===== src/rtl/sipo_deframer_pkg.sv =====
// Shared serial-link definitions: FSM encodings and the default word width
// common to the serializer and this deframer.
package sipo_deframer_pkg;

  localparam logic [0:0] ST_IDLE  = 1'b0;
  localparam logic [0:0] ST_SHIFT = 1'b1;
  localparam int         SER_WIDTH = 4;

endpackage


===== src/rtl/sipo_shift.sv =====
// Framing FSM, bit counter and shift register. Emits a combinational
// word_done pulse with the completed word on the edge that samples its last bit.
module sipo_shift
  import sipo_deframer_pkg::*;
#(
  parameter int WIDTH     = SER_WIDTH,
  parameter bit MSB_FIRST = 1'b1
) (
  input  logic             clk,
  input  logic             reset,
  input  logic             din,
  input  logic             bit_en,
  input  logic             sof,
  output logic             word_done,
  output logic [WIDTH-1:0] word,
  output logic             busy
);

  localparam int CW = $clog2(WIDTH + 1);
  localparam logic [CW-1:0] LAST_CNT = CW'(WIDTH - 1);

  logic [0:0]       state_q, state_d;
  logic [CW-1:0]    cnt_q, cnt_d;
  logic [WIDTH-1:0] sh_q, sh_d;
  logic [WIDTH-1:0] seed, shifted;

  // seed places a sof bit as bit 1 of a fresh word; shifted appends din
  assign seed    = MSB_FIRST ? {{(WIDTH-1){1'b0}}, din} : {din, {(WIDTH-1){1'b0}}};
  assign shifted = MSB_FIRST ? {sh_q[WIDTH-2:0], din}   : {din, sh_q[WIDTH-1:1]};

  always_comb begin
    state_d   = state_q;
    cnt_d     = cnt_q;
    sh_d      = sh_q;
    word_done = 1'b0;
    if (bit_en) begin
      if (sof) begin
        state_d = ST_SHIFT;
        cnt_d   = CW'(1);
        sh_d    = seed;
      end else if (state_q == ST_SHIFT) begin
        sh_d = shifted;
        if (cnt_q == LAST_CNT) begin
          cnt_d     = '0;
          word_done = 1'b1;
        end else begin
          cnt_d = cnt_q + CW'(1);
        end
      end
    end
  end

  always_ff @(posedge clk or posedge reset) begin
    if (reset) begin
      state_q <= ST_IDLE;
      cnt_q   <= '0;
      sh_q    <= '0;
    end else begin
      state_q <= state_d;
      cnt_q   <= cnt_d;
      sh_q    <= sh_d;
    end
  end

  assign word = sh_d;
  assign busy = (state_q == ST_SHIFT);

endmodule


===== src/rtl/sipo_deframer.sv =====
// Serial-to-parallel deframer: word assembly in sipo_shift, plus a one-word
// ready/valid output slot and a sticky overrun flag for words lost to stalls.
module sipo_deframer
  import sipo_deframer_pkg::*;
#(
  parameter int WIDTH     = SER_WIDTH,
  parameter bit MSB_FIRST = 1'b1
) (
  input  logic             clk,
  input  logic             reset,
  input  logic             din,
  input  logic             bit_en,
  input  logic             sof,
  output logic [WIDTH-1:0] dout,
  output logic             dout_valid,
  input  logic             dout_ready,
  output logic             overrun,
  output logic             busy
);

  logic             word_done;
  logic [WIDTH-1:0] word;
  logic [WIDTH-1:0] dout_q, dout_d;
  logic             vld_q, vld_d;
  logic             ovr_q, ovr_d;

  sipo_shift #(
    .WIDTH     (WIDTH),
    .MSB_FIRST (MSB_FIRST)
  ) u_shift (
    .clk       (clk),
    .reset     (reset),
    .din       (din),
    .bit_en    (bit_en),
    .sof       (sof),
    .word_done (word_done),
    .word      (word),
    .busy      (busy)
  );

  // A completing word may replace one being accepted on the same edge.
  always_comb begin
    dout_d = dout_q;
    vld_d  = vld_q;
    ovr_d  = ovr_q;
    if (word_done) begin
      if (!vld_q || dout_ready) begin
        dout_d = word;
        vld_d  = 1'b1;
      end else begin
        ovr_d = 1'b1;
      end
    end else if (vld_q && dout_ready) begin
      vld_d = 1'b0;
    end
  end

  always_ff @(posedge clk or posedge reset) begin
    if (reset) begin
      dout_q <= '0;
      vld_q  <= 1'b0;
      ovr_q  <= 1'b0;
    end else begin
      dout_q <= dout_d;
      vld_q  <= vld_d;
      ovr_q  <= ovr_d;
    end
  end

  assign dout       = dout_q;
  assign dout_valid = vld_q;
  assign overrun    = ovr_q;

endmodule

===== config.mk =====
export PLATFORM = sky130hd
export DESIGN_NAME = sipo_deframer
export DESIGN_NICKNAME = d
export VERILOG_FILES = /design/src/rtl/sipo_deframer_pkg.sv /design/src/rtl/sipo_shift.sv /design/src/rtl/sipo_deframer.sv
export SDC_FILE = /design/constraint.sdc
export NUM_CORES = 1
export LEC_CHECK = 0
export ABC_AREA = 1
export CORE_UTILIZATION = 45
export CTS_BUF_LIST = sky130_fd_sc_hd__clkbuf_8
export CTS_CLUSTER_DIAMETER = 150
export DETAILED_ROUTE_END_ITERATION = 8
export GPL_ROUTABILITY_DRIVEN = 0
export GPL_TIMING_DRIVEN = 0
export PLACE_DENSITY_LB_ADDON = 0.08
export SYNTH_ARGS = -nofsm -noshare
export SYNTH_HDL_FRONTEND = slang
export SYNTH_SLANG_ARGS = --single-unit

===== constraint.sdc =====
create_clock -name clk -period 1.59 [get_ports clk]
set_clock_uncertainty 0.1 [all_clocks]
set_input_delay 0.477 -clock clk [delete_from_list [all_inputs] [get_ports clk]]
set_output_delay 0.477 -clock clk [all_outputs]
set_load 0.005 [all_outputs]

# == After elaboration in Yosys (flattened, before gate mapping) ==
# Index checks and enable logic that the tools add are counted.
# totals
inputBits,6
ff_bits,14
ramBits,0
wordCells,33
latch_bits,0
out_inout_bits,7
memories,0
mem_bits_ro,0
# classes
eq_ne,2
magnitude_cmp,0
n_div,0
n_mul,0
n_mux,13
n_reduce_logical,10
addsub,1
n_bitwise,1
n_shift,0
# op_table
cell,count
$mux 4,3
$reduce_and 2->1,5
$mux 3,3
$mux 1,7
$reduce_bool 2->1,2
$add 3x1->3 const B,1
$eq 3x2->1 const B,1
$ne 2x2->1 const B,1
$logic_and 1x1->1,1
$logic_not 1->1,1
$logic_or 1x1->1,1
$not 1->1,1

# == Longest topological paths before layout ==
# Gate-level depths: netlist (run 1).
# depth
word_depth,7
depth_mapped,7
mapped_depth_nobuf,7

# == By module ==
# From an unflattened synthesis (run 1), not the netlist that was laid out.
# hier_totals
cells_unflattened,77
hier_area_um2,628.1
# modules_own_cells
mod,n_inst,area_per_inst_um2,seq_area_each_um2,cells_per_inst
sipo_shift,1,392.9,200.2,52
sipo_deframer,1,235.2,150.1,25

# == Worst setup path before layout (run 1) ==
# Ideal clock, no wire load.
# synth_timing
path_kind,register to register
from,register u_shift.cnt_q[0]
to,register u_shift.cnt_q[1]
setup_time_ns,0.064
required_time_ns,1.426
t_arrival_ns,1.010
path_buffers,0
stages_incl_launch_ff,6
synth_period_minus_slack_ns,1.174
path_slack_ns,0.416
path_cell_list,dfrtp_1 > ha_1 > inv_1 > nor2_8 > o21ai_0 > o21a_1
# synth_between
elab_chain_cells,4
word_cells_on_any_way,5
cone_classes,add/sub (1); eq/ne (1); mux (3)
# synth_rtl
item,line,text
"start, declared",sipo_shift.sv:23,"logic [CW-1:0] cnt_q, cnt_d;"
"start signal, assigned",sipo_shift.sv:60,cnt_q <= cnt_d;
$add 3x1->3 or $eq 3x2->1 (tied branches),"sipo_shift.sv:47, sipo_shift.sv:43",
$mux 3 (*),sipo_shift.sv:43,if (cnt_q == LAST_CNT) begin
$mux 3 (*),sipo_shift.sv:41,end else if (state_q == ST_SHIFT) begin
$mux 3 (*),sipo_shift.sv:37,if (sof) begin
# Every way passes the cells marked *; elsewhere a longest branch is shown, timed or not. The select of a mux whose other input is x is not followed.
# A chain may end at the register's enable or synchronous reset.

# == Worst setup path after layout (run 1) ==
# layout_timing
from,input port bit_en
to,"register dout_q[1], in the netlist dout[1]"
# layout_between
elab_chain_cells,2
word_cells_on_any_way,3
cone_classes,mux (2); reduce/logical (1)
# layout_rtl
item,line,text
"start, declared",sipo_deframer.sv:12,"input logic bit_en,"
$mux 1,sipo_shift.sv:36,if (bit_en) begin
$reduce_and 2->1 (no line),n/a,
"end signal, assigned",sipo_deframer.sv:64,dout_q <= dout_d;
"end, declared",sipo_deframer.sv:23,"logic [WIDTH-1:0] dout_q, dout_d;"
# Several ways; a longest one is shown, not always the timed one.

==> results of run 1 <==
## cell families (layout without fill, tap and decap cells)
kind of cell               Yosys count  after routing  synth area share
AOI/OAI and AO/OA                    6              6            0.0561
adders and majority gates            1              1            0.0187
buffers and inverters               13             31            0.0748
DFF                                 14             14             0.523
and+or+nand+nor                     43             43             0.327
## final cells by class
class	count	area [µm²]	area share
Clock buffer	4	55.1	0.0634
Sequential cell	14	350	0.403
Timing Repair Buffer	14	125	0.144
Multi-Input combinational cell	50	269	0.310
Inverter	13	50.0	0.0576
Tap cell	15	18.8	0.0216
## state kept, by name (all words and copies together), names as in the netlist
register / count
dout_valid: 1
overrun: 1
dout: 4
u_shift.sh_q: 4
u_shift.cnt_q: 3
u_shift.busy: 1
## cell usage in the layout, fill, tap and decap left out, types with 2 or more instances in the layout
cell type        instances
nor2_1                   2
inv_2                    2
o21ai_0                  2
nand2_2                  4
clkbuf_8                 4
nand2_1                 27
inv_1                   10
nand3_1                  6
dfrtp_1                 14
dlygate4sd2_1            8
clkdlybuf4s50_1          4
buf_4                    2
## stage by stage
| step | worst slack, ps | TNS (ps) |
|---|---|---|
| after floorplan | 416 | 0 |
| final | 134 | 0 |
| after detailed placement | -250 | -1210 |
| after global routing | 34.1 | 0 |
| after CTS | 121 | 0 |
| after global placement | -245 | -1300 |
## metal layers
metal | routed length [µm] | GRT usage | vias up
met1 | 525 | 0.231 | 240
met5 | 0 | 0 | -
met3 | 47 | 0.0333 | 2
met2 | 524 | 0.262 | 8
li1 | - | - | 273
met4 | 11 | 0.125 | 0
## path summary, 6_finish.rpt
| kind | from | endpoint | slack (ps) | cells after the start |
|---|---|---|---|---|
| worst max register to register | u_shift.cnt_q[0]$_DFFE_PP0P_ | dout[1]$_DFFE_PP0P_ | 340 | 7 |
| max in group asynchronous | reset | overrun$_DFFE_PP0P_ | 570 | 2 |
| worst min-delay path | overrun$_DFFE_PP0P_ | overrun$_DFFE_PP0P_ | 370 | 1 |
| worst min register to register | overrun$_DFFE_PP0P_ | overrun$_DFFE_PP0P_ | 370 | 1 |
| min in group asynchronous | reset | dout_valid$_DFFE_PP0P_ | 470 | 2 |
| worst max-delay path | bit_en | dout[1]$_DFFE_PP0P_ | 130 | 7 |
## repair_timing
item                                    4_1_cts  5_1_grt
endpoints found under the setup margin        8        0
setup buffers                                 2        0
hold buffers                                  0        0
resized for setup                             8        0
## worst max-delay path: stages
cell and delay [ps]:
clkdlybuf4s50_1 530, nand2_2 120, clkinv_2 90, nand3_4 90, nor2_4 120, nand2_1 60
nand2_1 60
## report_power, final
group	internal, W	switching, W
clock	0.000219	0.000126
sequential	0.000406	0.0000229
combinational	0.0000915	0.0000926
==> results.cfg, run 1 <==
[sta]
maxSlewViolCount = 0
setup_viol = 0
rsz0062_at_grt = false
worstMarginPinSlew_ps = 532
hold_viol_final = 0
period_needed_ps = 1460
relSlewSlack = 0.645
finalCritPeriodShare = 0.916
whs_ps = 373
max_freq_mhz = 687

[worst_hold_path]
min_path_type = register to register

[detailed_routing]
drtAntennaViolNets = 0
dr_total_vias = 523
drc_errors = 0
wirelength_um = 1110
drtIter0Drc = 0
wire_per_inst_um = 10.1
routed_via_density = 4.75
firstDrtPassIters = 1

[placement]
detailed_place_hpwl_um = 862
post_dp_cell_area_um2 = 808
port_buffers = 12
dp_cells = 104

[cts]
htree_levels = 1
cts.sinks = 14
clkTransAtPathRegs_ps = 60
ctsLongestPathBuffers = 2
root_buffer = clkbuf_8
cts_made_buffers = 3
cts_tree = done
clock_latency_ps = 240

[yosys]
synth_ff_type = dfrtp_1
yosys-top-cells-count = nand2_1 (27), dfrtp_1 (14), inv_1 (10)
syn_area_per_cell_um2 = 8.69
yosysTopAreaCellShare = 0.523
seq_area_frac_synth = 0.523
yosysUniqueCellTypes = 18
yosysMostFrequentCell = nand2_1
syn_area_um2 = 669
synthTopCellsByArea = dfrtp_1 (52%), nand2_1 (15%), inv_1 (5.6%)
async_reset_ff_frac = 1.00
ys_seq_elements = 14
yosys.area.top_type = dfrtp_1
syn_nets = 84
yosysWarnings = 0
synthCells = 77
synth-edff-count = 0

[global_routing]
grt_pass1_vias = 428
grt_max_degree = 15
antenna_found_initial = 0
grt_usage = 0.177
grt_overflow = 0
grt_pass1_wl_um = 1810

[pwr]
total_power_w = 0.000958
powerDensity_nw_per_um2 = 1100
p_leak_nw = 0.468
ir_drop_mv = 0.615

[finish]
fill_cells = 125
fin_area_um2 = 868
nets = 103
layout-drive-gt1-share = 0.179
area_delta_synth_final_pct = 29.7
post-route-util = 0.643
fin_cells = 110
diodes = 0

[setup_path]
critPathLaunchType = input pin
required_ps = 1670
cp-end-kind = register
critPathKind = input pin to register
cp_max_fo = 5
critPathArrivalTime_ps = 1540

[die]
core_um2 = 1350
fp.dieH_um = 40.6
ioPinCount = 13
die-area_um2 = 1650
die_w_um = 40.6
rows = 13
initial_utilization = 0.496

[job]
maxCapViolCount = 0

[status]
status = finished clean
Note: power is estimated with default switching activity, not from simulation.
==> run 2: changes to the inputs <==
--- a/config.mk
+++ b/config.mk
@@ -13,6 +13,7 @@
 export GPL_ROUTABILITY_DRIVEN = 0
 export GPL_TIMING_DRIVEN = 0
 export PLACE_DENSITY_LB_ADDON = 0.08
+export SKIP_LAST_GASP = 1
 export SYNTH_ARGS = -nofsm -noshare
 export SYNTH_HDL_FRONTEND = slang
 export SYNTH_SLANG_ARGS = --single-unit
==> results.cfg, run 2 (synthesized netlist as in run 1, its figures left out) <==
[status]
status = finished clean

[detailed_routing]
wirelength_um = 1110
drtIter0Drc = 0
routed_via_density = 4.75
drtAntennaViolNets = 0
dr_total_vias = 523
wire_per_inst_um = 10.1
drc_errors = 0
firstDrtPassIters = 1

[pwr]
ir_drop_mv = 0.615
total_power_w = 0.000958
powerDensity_nw_per_um2 = 1100
p_leak_nw = 0.469

[sta]
period_needed_ps = 1460
rsz0062_at_grt = false
max_freq_mhz = 687
fin_ws_ps = 134
hold_viol_final = 0
setup_viol = 0
whs_ps = 373
maxSlewViolCount = 0
worstMarginPinSlew_ps = 532
setup_tns_ps = 0
relSlewSlack = 0.645
finalCritPeriodShare = 0.916

[cts]
clock_latency_ps = 240
cts.sinks = 14
ctsLongestPathBuffers = 2
cts_tree = done
cts_made_buffers = 3
clkTransAtPathRegs_ps = 60
htree_levels = 1
root_buffer = clkbuf_8

[finish]
layout_common_cells = nand2_1 (27), dfrtp_1 (14), inv_1 (10)
diodes = 0
regArea_um2 = 350
nets = 103
area_delta_synth_final_pct = 30.3
layout-drive-gt1-share = 0.179
post-route-util = 0.646
final_common_cell = nand2_1
fill_cells = 124
multi_input_area_um2 = 269

[job]
maxCapViolCount = 0

[setup_path]
crit_path_top_delay_cell = clkdlybuf4s50_1
cp_max_fo = 5
cp_common_cell = nand2_1
crit_family = buffers and inverters
path_cells = clkdlybuf4s50_1 -> nand2_2 -> clkinv_2 -> nand3_4 -> nor2_4 -> nand2_1 -> nand2_1
crit_buf_inv = 2
critPathKind = input pin to register
required_ps = 1670
slowest_delay_ps = 530
critPathArrivalTime_ps = 1540
critPathLaunchType = input pin
cp-end-kind = register

[global_routing]
grt_usage = 0.177
grt_max_degree = 15
grt_overflow = 0
antenna_found_initial = 0
grt_pass1_wl_um = 1810
grt_pass1_vias = 428

[die]
ioPinCount = 13
die_w_um = 40.6
fp.dieH_um = 40.6
initial_utilization = 0.496
core_um2 = 1350
rows = 13
die-area_um2 = 1650

[worst_hold_path]
min_path_type = register to register

[placement]
pre_cts_slack_ps = -250
detailed_place_hpwl_um = 862
port_buffers = 12
==> run 2: cell types whose count changed in the layout (fill, tap and decap cells not counted) <==
cell and delta:
dlymetal6s2s_1 +1, dlygate4sd2_1 -1
==> run 2: report_power, final <==
group          internal (W)  switching, W
Combinational     0.0000915     0.0000926
Clock              0.000219      0.000126
Sequential         0.000406     0.0000229
==> run 2: what timing repair did <==
| item | 4_1_cts | 5_1_grt |
|---|---|---|
| gates resized for setup | 7 | 1 |
| buffers inserted | 2 | 0 |
| hold buffers | 0 | 0 |
| endpoints found under the setup margin | 8 | 1 |
==> run 2: worst paths after layout <==
check | from | to | slack, ps | cells after the start
max | bit_en | dout[1]$_DFFE_PP0P_ | 130 | 7
min | overrun$_DFFE_PP0P_ | overrun$_DFFE_PP0P_ | 370 | 1
max reg2reg | u_shift.cnt_q[0]$_DFFE_PP0P_ | dout[1]$_DFFE_PP0P_ | 340 | 7
min reg2reg | overrun$_DFFE_PP0P_ | overrun$_DFFE_PP0P_ | 370 | 1
max in group asynchronous | reset | overrun$_DFFE_PP0P_ | 570 | 2
min in group asynchronous | reset | dout_valid$_DFFE_PP0P_ | 470 | 2
==> run 2: area by class of cell <==
cell class	instances	area share
clock buffer	4	0.0631
inverter	13	0.0574
multi-input combinational	50	0.308
sequential	14	0.402
tap	15	0.0215
timing repair buffer	14	0.148
==> run 2: per-layer routing <==
layer | track usage | routed length, µm
met2 | 0.262 | 524
met1 | 0.231 | 525
met5 | 0 | 0
met3 | 0.0333 | 49
met4 | 0.125 | 11
==> run 2: stage by stage <==
step           instance area (µm²)  std cells
4_1_cts                        870        110
5_1_grt                        872        110
2_1_floorplan                  669         77
3_3_place_gp                   808        104
6_report                       872        110
3_5_place_dp                   808        104
